$ cat config.mk
export PLATFORM = sky130hd
export DESIGN_NAME = fracn_div_mash_flat
export DESIGN_NICKNAME = d
export VERILOG_FILES = /design/src/rtl/fracn_pkg.sv /design/src/rtl/fracn_div_mash_if.sv /design/src/rtl/fracn_mash111.sv /design/src/rtl/fracn_div_mash.sv /design/src/flat_wrapper.sv
export SDC_FILE = /design/constraint.sdc
export NUM_CORES = 1
export LEC_CHECK = 0
export CORE_MARGIN = 2
export CORE_UTILIZATION = 30
export DETAILED_ROUTE_END_ITERATION = 10
export GPL_TIMING_DRIVEN = 0
export PLACE_DENSITY = 0.45
export SLEW_MARGIN = 20
export SYNTH_ARGS = -nofsm -noshare
export SYNTH_HDL_FRONTEND = slang
export SYNTH_SLANG_ARGS = --single-unit
export TNS_END_PERCENT = 10
$ cat constraint.sdc
create_clock -name Fin -period 14.3 [get_ports Fin]
set_clock_uncertainty 0.2 [all_clocks]
set_input_delay 1.43 -clock Fin [delete_from_list [all_inputs] [get_ports Fin]]
set_output_delay 1.43 -clock Fin [all_outputs]
set_load 0.01 [all_outputs]
$ cat src/rtl/fracn_pkg.sv
// Shared definitions for the fractional-N MASH divider: order encodings,
// FSM states, dither LFSR taps and the signed width of the modulator output.
package fracn_pkg;

    typedef enum logic [1:0] {
        ORD_INT  = 2'd0,
        ORD_M1   = 2'd1,
        ORD_M11  = 2'd2,
        ORD_M111 = 2'd3
    } order_t;

    typedef enum logic {
        IDLE = 1'b0,
        RUN  = 1'b1
    } state_t;

    localparam int MIN_DIV_DEFAULT = 4;
    localparam int Y_WIDTH         = 4;

    // Fibonacci feedback mask for x^23 + x^18 + 1 (bits 22 and 17)
    localparam logic [31:0] LFSR_TAPS = 32'h0042_0000;

    typedef logic signed [Y_WIDTH-1:0] y_t;

    function automatic y_t bit_to_y(input logic b);
        return {{(Y_WIDTH-1){1'b0}}, b};
    endfunction

endpackage

$ cat src/rtl/fracn_div_mash_if.sv
// Configuration/handshake and divided-clock outputs of the fractional-N divider.
interface fracn_div_mash_if #(
    parameter int INT_WIDTH  = 8,
    parameter int FRAC_WIDTH = 24
);
    logic [INT_WIDTH-1:0]  Integer;
    logic [FRAC_WIDTH-1:0] Fraction;
    logic [1:0]            order;
    logic                  dither_en;
    logic                  load;
    logic                  load_ack;
    logic                  Fout;
    logic                  cycle_end;
    logic [INT_WIDTH+1:0]  div_value;

    modport master (
        output Integer, Fraction, order, dither_en, load,
        input  load_ack, Fout, cycle_end, div_value
    );

    modport slave (
        input  Integer, Fraction, order, dither_en, load,
        output load_ack, Fout, cycle_end, div_value
    );
endinterface

$ cat src/rtl/fracn_mash111.sv
// MASH 1 / 1-1 / 1-1-1 modulator. clr together with step restarts the
// accumulators from zero and performs the first step in the same cycle.
module fracn_mash111
    import fracn_pkg::*;
#(
    parameter int FRAC_WIDTH = 24,
    parameter int LFSR_WIDTH = 23
) (
    input  logic                  clk,
    input  logic                  rst_n,
    input  logic                  step,
    input  logic                  clr,
    input  logic [FRAC_WIDTH-1:0] frac,
    input  logic [1:0]            order,
    input  logic                  dither_en,
    output y_t                    y
);
    logic [FRAC_WIDTH-1:0] acc1, acc2, acc3;
    logic [FRAC_WIDTH-1:0] base1, base2, base3;
    logic [FRAC_WIDTH:0]   sum1, sum2, sum3;
    logic                  c2_d, c3_d, c3_dd;
    logic                  tap2, tap3, tap33;
    logic                  c1, c2, c3, dith, advance;
    logic [LFSR_WIDTH-1:0] lfsr;

    always_comb begin
        base1   = clr ? '0 : acc1;
        base2   = clr ? '0 : acc2;
        base3   = clr ? '0 : acc3;
        tap2    = clr ? 1'b0 : c2_d;
        tap3    = clr ? 1'b0 : c3_d;
        tap33   = clr ? 1'b0 : c3_dd;
        dith    = dither_en & lfsr[0];
        sum1    = {1'b0, base1} + {1'b0, frac} + {{FRAC_WIDTH{1'b0}}, dith};
        sum2    = {1'b0, base2} + {1'b0, sum1[FRAC_WIDTH-1:0]};
        sum3    = {1'b0, base3} + {1'b0, sum2[FRAC_WIDTH-1:0]};
        c1      = sum1[FRAC_WIDTH];
        c2      = sum2[FRAC_WIDTH];
        c3      = sum3[FRAC_WIDTH];
        advance = step && (order != ORD_INT);
        y       = '0;
        case (order)
            ORD_M1:   y = bit_to_y(c1);
            ORD_M11:  y = bit_to_y(c1) + bit_to_y(c2) - bit_to_y(tap2);
            ORD_M111: y = bit_to_y(c1) + bit_to_y(c2) - bit_to_y(tap2)
                        + bit_to_y(c3) - bit_to_y(tap3) - bit_to_y(tap3)
                        + bit_to_y(tap33);
            default:  y = '0;
        endcase
    end

    // Integer-only order freezes the accumulators unless a restart clears them.
    always_ff @(posedge clk or negedge rst_n) begin
        if (!rst_n) begin
            acc1  <= '0;
            acc2  <= '0;
            acc3  <= '0;
            c2_d  <= 1'b0;
            c3_d  <= 1'b0;
            c3_dd <= 1'b0;
            lfsr  <= '1;
        end else begin
            if (advance) begin
                acc1  <= sum1[FRAC_WIDTH-1:0];
                acc2  <= sum2[FRAC_WIDTH-1:0];
                acc3  <= sum3[FRAC_WIDTH-1:0];
                c2_d  <= c2;
                c3_d  <= c3;
                c3_dd <= tap3;
            end else if (clr) begin
                acc1  <= '0;
                acc2  <= '0;
                acc3  <= '0;
                c2_d  <= 1'b0;
                c3_d  <= 1'b0;
                c3_dd <= 1'b0;
            end
            if (step) begin
                lfsr <= {lfsr[LFSR_WIDTH-2:0], ^(lfsr & LFSR_TAPS[LFSR_WIDTH-1:0])};
            end
        end
    end

endmodule

$ cat src/rtl/fracn_div_mash.sv
// Fractional-N clock divider: double-buffered configuration, period counter,
// modulus clamp and registered 50%-ish duty output around a MASH modulator.
module fracn_div_mash
    import fracn_pkg::*;
#(
    parameter int INT_WIDTH  = 8,
    parameter int FRAC_WIDTH = 24,
    parameter int LFSR_WIDTH = 23,
    parameter int MIN_DIV    = MIN_DIV_DEFAULT
) (
    input logic             Fin,
    input logic             rst_n,
    fracn_div_mash_if.slave bus
);
    localparam int DW = INT_WIDTH + 2;
    localparam logic signed [DW-1:0] MIN_N = DW'(MIN_DIV);

    state_t                state;
    logic [INT_WIDTH-1:0]  int_r, cap_int, nxt_int, eff_int;
    logic [FRAC_WIDTH-1:0] frac_r, cap_frac, nxt_frac, eff_frac;
    logic [1:0]            ord_r, cap_ord, nxt_ord, eff_ord;
    logic                  dith_r, cap_dith, nxt_dith, eff_dith;
    logic                  pending;
    logic [DW-1:0]         count, div_r, n_next;
    logic                  fout_r, cycle_end_r;
    logic                  start, boundary, apply, step;
    logic signed [DW-1:0]  n_sum;
    y_t                    y;

    // A load coinciding with the boundary bypasses the capture registers.
    always_comb begin
        start    = (state == IDLE) && bus.load;
        boundary = (state == RUN) && cycle_end_r;
        apply    = start || (boundary && (pending || bus.load));
        step     = start || boundary;
        nxt_int  = bus.load ? bus.Integer   : cap_int;
        nxt_frac = bus.load ? bus.Fraction  : cap_frac;
        nxt_ord  = bus.load ? bus.order     : cap_ord;
        nxt_dith = bus.load ? bus.dither_en : cap_dith;
        eff_int  = apply ? nxt_int  : int_r;
        eff_frac = apply ? nxt_frac : frac_r;
        eff_ord  = apply ? nxt_ord  : ord_r;
        eff_dith = apply ? nxt_dith : dith_r;
    end

    fracn_mash111 #(
        .FRAC_WIDTH(FRAC_WIDTH),
        .LFSR_WIDTH(LFSR_WIDTH)
    ) u_mash (
        .clk       (Fin),
        .rst_n     (rst_n),
        .step      (step),
        .clr       (apply),
        .frac      (eff_frac),
        .order     (eff_ord),
        .dither_en (eff_dith),
        .y         (y)
    );

    always_comb begin
        n_sum  = $signed({2'b00, eff_int}) + $signed({{(DW-Y_WIDTH){y[Y_WIDTH-1]}}, y});
        n_next = (n_sum < MIN_N) ? MIN_N : n_sum;
    end

    // Fout drops once the remaining count reaches N - (N>>1).
    always_ff @(posedge Fin or negedge rst_n) begin
        if (!rst_n) begin
            state       <= IDLE;
            int_r       <= '0;
            frac_r      <= '0;
            ord_r       <= '0;
            dith_r      <= 1'b0;
            cap_int     <= '0;
            cap_frac    <= '0;
            cap_ord     <= '0;
            cap_dith    <= 1'b0;
            pending     <= 1'b0;
            count       <= '0;
            div_r       <= '0;
            fout_r      <= 1'b0;
            cycle_end_r <= 1'b0;
        end else begin
            if (apply) begin
                int_r   <= nxt_int;
                frac_r  <= nxt_frac;
                ord_r   <= nxt_ord;
                dith_r  <= nxt_dith;
                pending <= 1'b0;
            end else if ((state == RUN) && bus.load) begin
                cap_int  <= bus.Integer;
                cap_frac <= bus.Fraction;
                cap_ord  <= bus.order;
                cap_dith <= bus.dither_en;
                pending  <= 1'b1;
            end
            if (step) begin
                count       <= n_next - DW'(1);
                div_r       <= n_next;
                fout_r      <= |n_next[DW-1:1];
                cycle_end_r <= 1'b0;
            end else if (state == RUN) begin
                count       <= count - DW'(1);
                cycle_end_r <= (count == DW'(1));
                fout_r      <= count > (div_r - (div_r >> 1));
            end
            if (start) begin
                state <= RUN;
            end
        end
    end

    assign bus.load_ack  = apply;
    assign bus.Fout      = fout_r;
    assign bus.cycle_end = cycle_end_r;
    assign bus.div_value = div_r;

endmodule

$ cat src/flat_wrapper.sv
// flat-port wrapper written by rule: the top's interface ports become plain ports
module fracn_div_mash_flat import fracn_pkg::*;
#(
    parameter int INT_WIDTH  = 8,
    parameter int FRAC_WIDTH = 24,
    parameter int LFSR_WIDTH = 23,
    parameter int MIN_DIV    = MIN_DIV_DEFAULT
)
  (Fin, rst_n, bus_Integer, bus_Fraction, bus_order, bus_dither_en, bus_load, bus_load_ack, bus_Fout, bus_cycle_end, bus_div_value);
  fracn_div_mash_if #(.INT_WIDTH(INT_WIDTH), .FRAC_WIDTH(FRAC_WIDTH)) bus_i ();
  input logic Fin;
  input logic rst_n;
  input wire logic [$bits(bus_i.Integer)-1:0] bus_Integer;
  input wire logic [$bits(bus_i.Fraction)-1:0] bus_Fraction;
  input wire logic [$bits(bus_i.order)-1:0] bus_order;
  input wire logic [$bits(bus_i.dither_en)-1:0] bus_dither_en;
  input wire logic [$bits(bus_i.load)-1:0] bus_load;
  output wire logic [$bits(bus_i.load_ack)-1:0] bus_load_ack;
  output wire logic [$bits(bus_i.Fout)-1:0] bus_Fout;
  output wire logic [$bits(bus_i.cycle_end)-1:0] bus_cycle_end;
  output wire logic [$bits(bus_i.div_value)-1:0] bus_div_value;
  assign bus_i.Integer = bus_Integer;
  assign bus_i.Fraction = bus_Fraction;
  assign bus_i.order = bus_order;
  assign bus_i.dither_en = bus_dither_en;
  assign bus_i.load = bus_load;
  assign bus_load_ack = bus_i.load_ack;
  assign bus_Fout = bus_i.Fout;
  assign bus_cycle_end = bus_i.cycle_end;
  assign bus_div_value = bus_i.div_value;
  fracn_div_mash #(.INT_WIDTH(INT_WIDTH), .FRAC_WIDTH(FRAC_WIDTH), .LFSR_WIDTH(LFSR_WIDTH), .MIN_DIV(MIN_DIV)) u_core (.Fin(Fin), .rst_n(rst_n), .bus(bus_i));
endmodule
==> results.tsv <==
stage	metric	value	unit
clock_network	H-tree depth	4	
clock_network	clock sink count	192	
layout	Synth-to-Final Area Change	15.09	%
layout	fill cell count	4500	
floorplan	Die Span Y	211.7	µm
layout	most frequent cells in the layout	nand2_1, dfrtp_1, o21ai_0, ha_1	
hold_path	hold wc startpoint	u_core.u_mash.lfsr[1]	
timing	RSZ-0062 raised after global routing	no	
setup_path	Reg-to-Reg End	u_core.count[8]	
layout	Final #Nets	1651	
setup_path	Worst Setup End Kind	register	
floorplan	die area	44830	µm²
drt	Routed Antenna Nets	0	
clock_network	CTS clk-pin slew, worst paths	80	ps
placement	DP HPWL	25980	µm
drt	drt drc	0	
logic_synthesis	synthesized area	12940	µm²
drt	aggregate routed wire length	34500	µm
setup_path	CP peak stage delay	440	ps
logic_synthesis	leading post-synthesis cells by cell area	dfrtp_1, ha_1, nand2_1	
setup_path	Worst R2R Path Depth	57	
timing	relative slew slack	0.3963	
clock_network	CTS Buf Count	17	
grt	maximum number of pins on one net before global-route repair	89	
pwr	LEAKAGE	7.161	nW
pwr	pwr dens	203.8	nW/µm²
timing	final max-slew violation count	0	
setup_path	worst setup path class	input pin to register	
logic_synthesis	synthesized flop and latch total	192	
run	Max-Cap Viols	0	
clock_network	worst skew pair latency	460	ps
setup_path	Arr. time, crit path	13510	ps
logic_synthesis	Post-Synthesis Cells	1424	
grt	Total GRT Usage	0.1614	
clock_network	Clock Path Buffers	2	
placement	GP Congestion	0.8131	
logic_synthesis	syn_area_per_cell	9.091	µm²
hold_path	WHS Path Cells	2	
floorplan	Die Wd	211.7	µm
logic_synthesis	number of synthesized flops with an enable pin	0	
hold_path	worst min path class	register to register	
drt	DR vias/cell	4.917	
setup_path	worst r2r src	u_core.state	
clock_network	TritonCTS clock tree	yes	
setup_path	CP max-delay cell	fa_1	
timing	fmax	75.10	MHz
grt	remaining global-route overflow	0	
logic_synthesis	syn_nets	1579	
logic_synthesis	Netlist cell types	76	
drt	via count	10110	
logic_synthesis	sequential-to-total area share from yosys stat	0.3734	
logic_synthesis	dominant synthesized flop cell	dfrtp_1	
floorplan	Initial Utilization	0.3025	
layout	share of layout cells above drive strength 1	0.1120	
floorplan	IO Count	51	
grt	vias in the first global route	10220	
layout	commonest non-fill, non-tap cell in the layout	nand2_1	
grt	global-route wire length before repair	55770	µm
logic_synthesis	post-synth top area cell	dfrtp_1	
pwr	VDD IR-drop max	76.68	µV
timing	Worst-Margin Slew	894.3	ps
layout	Core Util, Final	0.3482	
setup_path	Worst Setup Start Kind	input pin	
grt	initial antenna violation count	0	
placement	I/O Buffers	50	
timing	final setup fails	0	
drt	post-DR wirelength/cell	16.78	µm
clock_network	root buffer cell	clkbuf_16	
floorplan	row count	76	
setup_path	Most common cell on crit path	ha_1	
status	run status	finished, final reports clean	
pwr	total power draw	3.036	mW
setup_path	critical path fanouts, max	10	
logic_synthesis	post-synth top area share	0.3267	
hold_path	Hold Path Sink	u_core.u_mash.lfsr[2]	
timing	shortest period the worst path allows	13320	ps
timing	Setup TNS	0	ps
drt	1st-pass router iterations	5	
drt	drt initial violations	460	
floorplan	area of the core	42790	µm²
logic_synthesis	Yosys warning count	0	
timing	Tcrit/Tclk final	0.9312	
setup_path	Worst EP required	14490	ps
logic_synthesis	Async SR Flop Fraction	1.000	
setup_path	Reg2Reg Setup Slack	1640	ps
timing	Final Hold Violating Endpoints	0	
-- where the power goes --
part	internal [mW]	switching, mW	leakage [nW]
Clock	0.267	0.250	0.295
Combinational	0.743	1.03	4.45
Sequential	0.683	0.0639	2.42
Total	1.69	1.34	7.16
-- area by class of cell --
type	count	area (µm²)	share of cell area
Inverter	54	202.7	0.01361
Clock buffer	17	425.4	0.02855
Timing Repair Buffer	55	585.6	0.03930
Antenna cell	1	2.502	0.0001680
Multi-Input combinational cell	1127	7721	0.5183
Buffer	49	252.7	0.01696
Tap cell	546	683.2	0.04586
Clock inverter	15	191.4	0.01285
Sequential cell	192	4833	0.3244
-- cell families after synthesis --
group,Yosys count,synth area share
buf+inv,105,0.03431
flops,192,0.3734
xor+xnor,80,0.05558
fa+ha+maj,117,0.1183
compound gates,334,0.1616
simple gates,503,0.1791
mux,93,0.07771
-- stage by stage --
step	hold WS, ps	cell area, µm²	setup WS, ps	cells
5_1_grt	267.2	14900	77.92	2055
3_5_place_dp	243.4	14190	-1502	2022
3_3_place_gp	243.5	14130	-1503	2020
6_report	255.2	14900	983.7	2056
2_1_floorplan	234.6	12940	2181	1424
4_1_cts	255.0	14840	11.92	2053
-- Yosys cell counts, drive strengths merged (3+ instances only) --
cell / n
nand2: 272
dfrtp: 169
o21ai: 119
ha: 108
a21oi: 83
and2: 79
nor2: 60
inv: 54
mux2: 50
xnor2: 47
mux2i: 43
a21o: 39
xor2: 33
clkbuf: 27
buf: 24
dfstp: 23
nand3: 19
o21a: 15
nand2b: 14
nor3: 12
nor2b: 11
a211oi: 10
fa: 9
a311oi: 8
and3: 8
o21bai: 8
nand4: 6
o211ai: 6
or3: 6
o31a: 5
o31ai: 5
a211o: 4
a21boi: 3
a31o: 3
a31oi: 3
o32ai: 3
-- worst max-delay path by stage --
stage	start	end	slack (ps)
2_1_floorplan	bus_load	u_core.count[8]	2180
3_3_place_gp	bus_load	u_core.count[8]	-1500
3_5_place_dp	bus_load	u_core.count[8]	-1500
4_1_cts	bus_load	u_core.count[8]	10
5_1_grt	bus_load	u_core.count[8]	80
6_report	bus_load	u_core.count[8]	980
-- what timing repair did --
action                                 in CTS  in global routing
endpoints found under the hold margin       0                  0
gates resized for setup                    14                 11
hold buffers                                0                  0
setup endpoints to repair                  10                 10
setup buffers                               0                  3
pin swaps                                   0                  2
-- layer usage --
| layer | wire (µm) | track usage | part of all wire |
|---|---|---|---|
| met5 | 0 | 0 | 0 |
| met1 | 16400 | 0.2078 | 0.48 |
| met2 | 16940 | 0.2829 | 0.49 |
| met3 | 706 | 0.02092 | 0.020 |
| met4 | 457 | 0.04541 | 0.013 |
-- flip-flops by register name, summed over array words and instances (netlist names), 2 cells and up --
name,flops
u_core.bus.div_value,10
u_core.cap_frac,24
u_core.cap_int,8
u_core.cap_ord,2
u_core.count,10
u_core.frac_r,24
u_core.int_r,8
u_core.ord_r,2
u_core.u_mash.acc1,24
u_core.u_mash.acc2,24
u_core.u_mash.acc3,24
u_core.u_mash.lfsr,23
-- worst max-delay path: cells and delay by family --
kind                     cells  cell delay, ps
AND/OR/NAND/NOR             11            1710
AO/OA/AOI/OAI               23            4800
adder cells (fa/ha/maj)     10            3210
buffers and inverters       10            1620
XOR/XNOR                     3             720
Power figures use the tool's default switching activity.
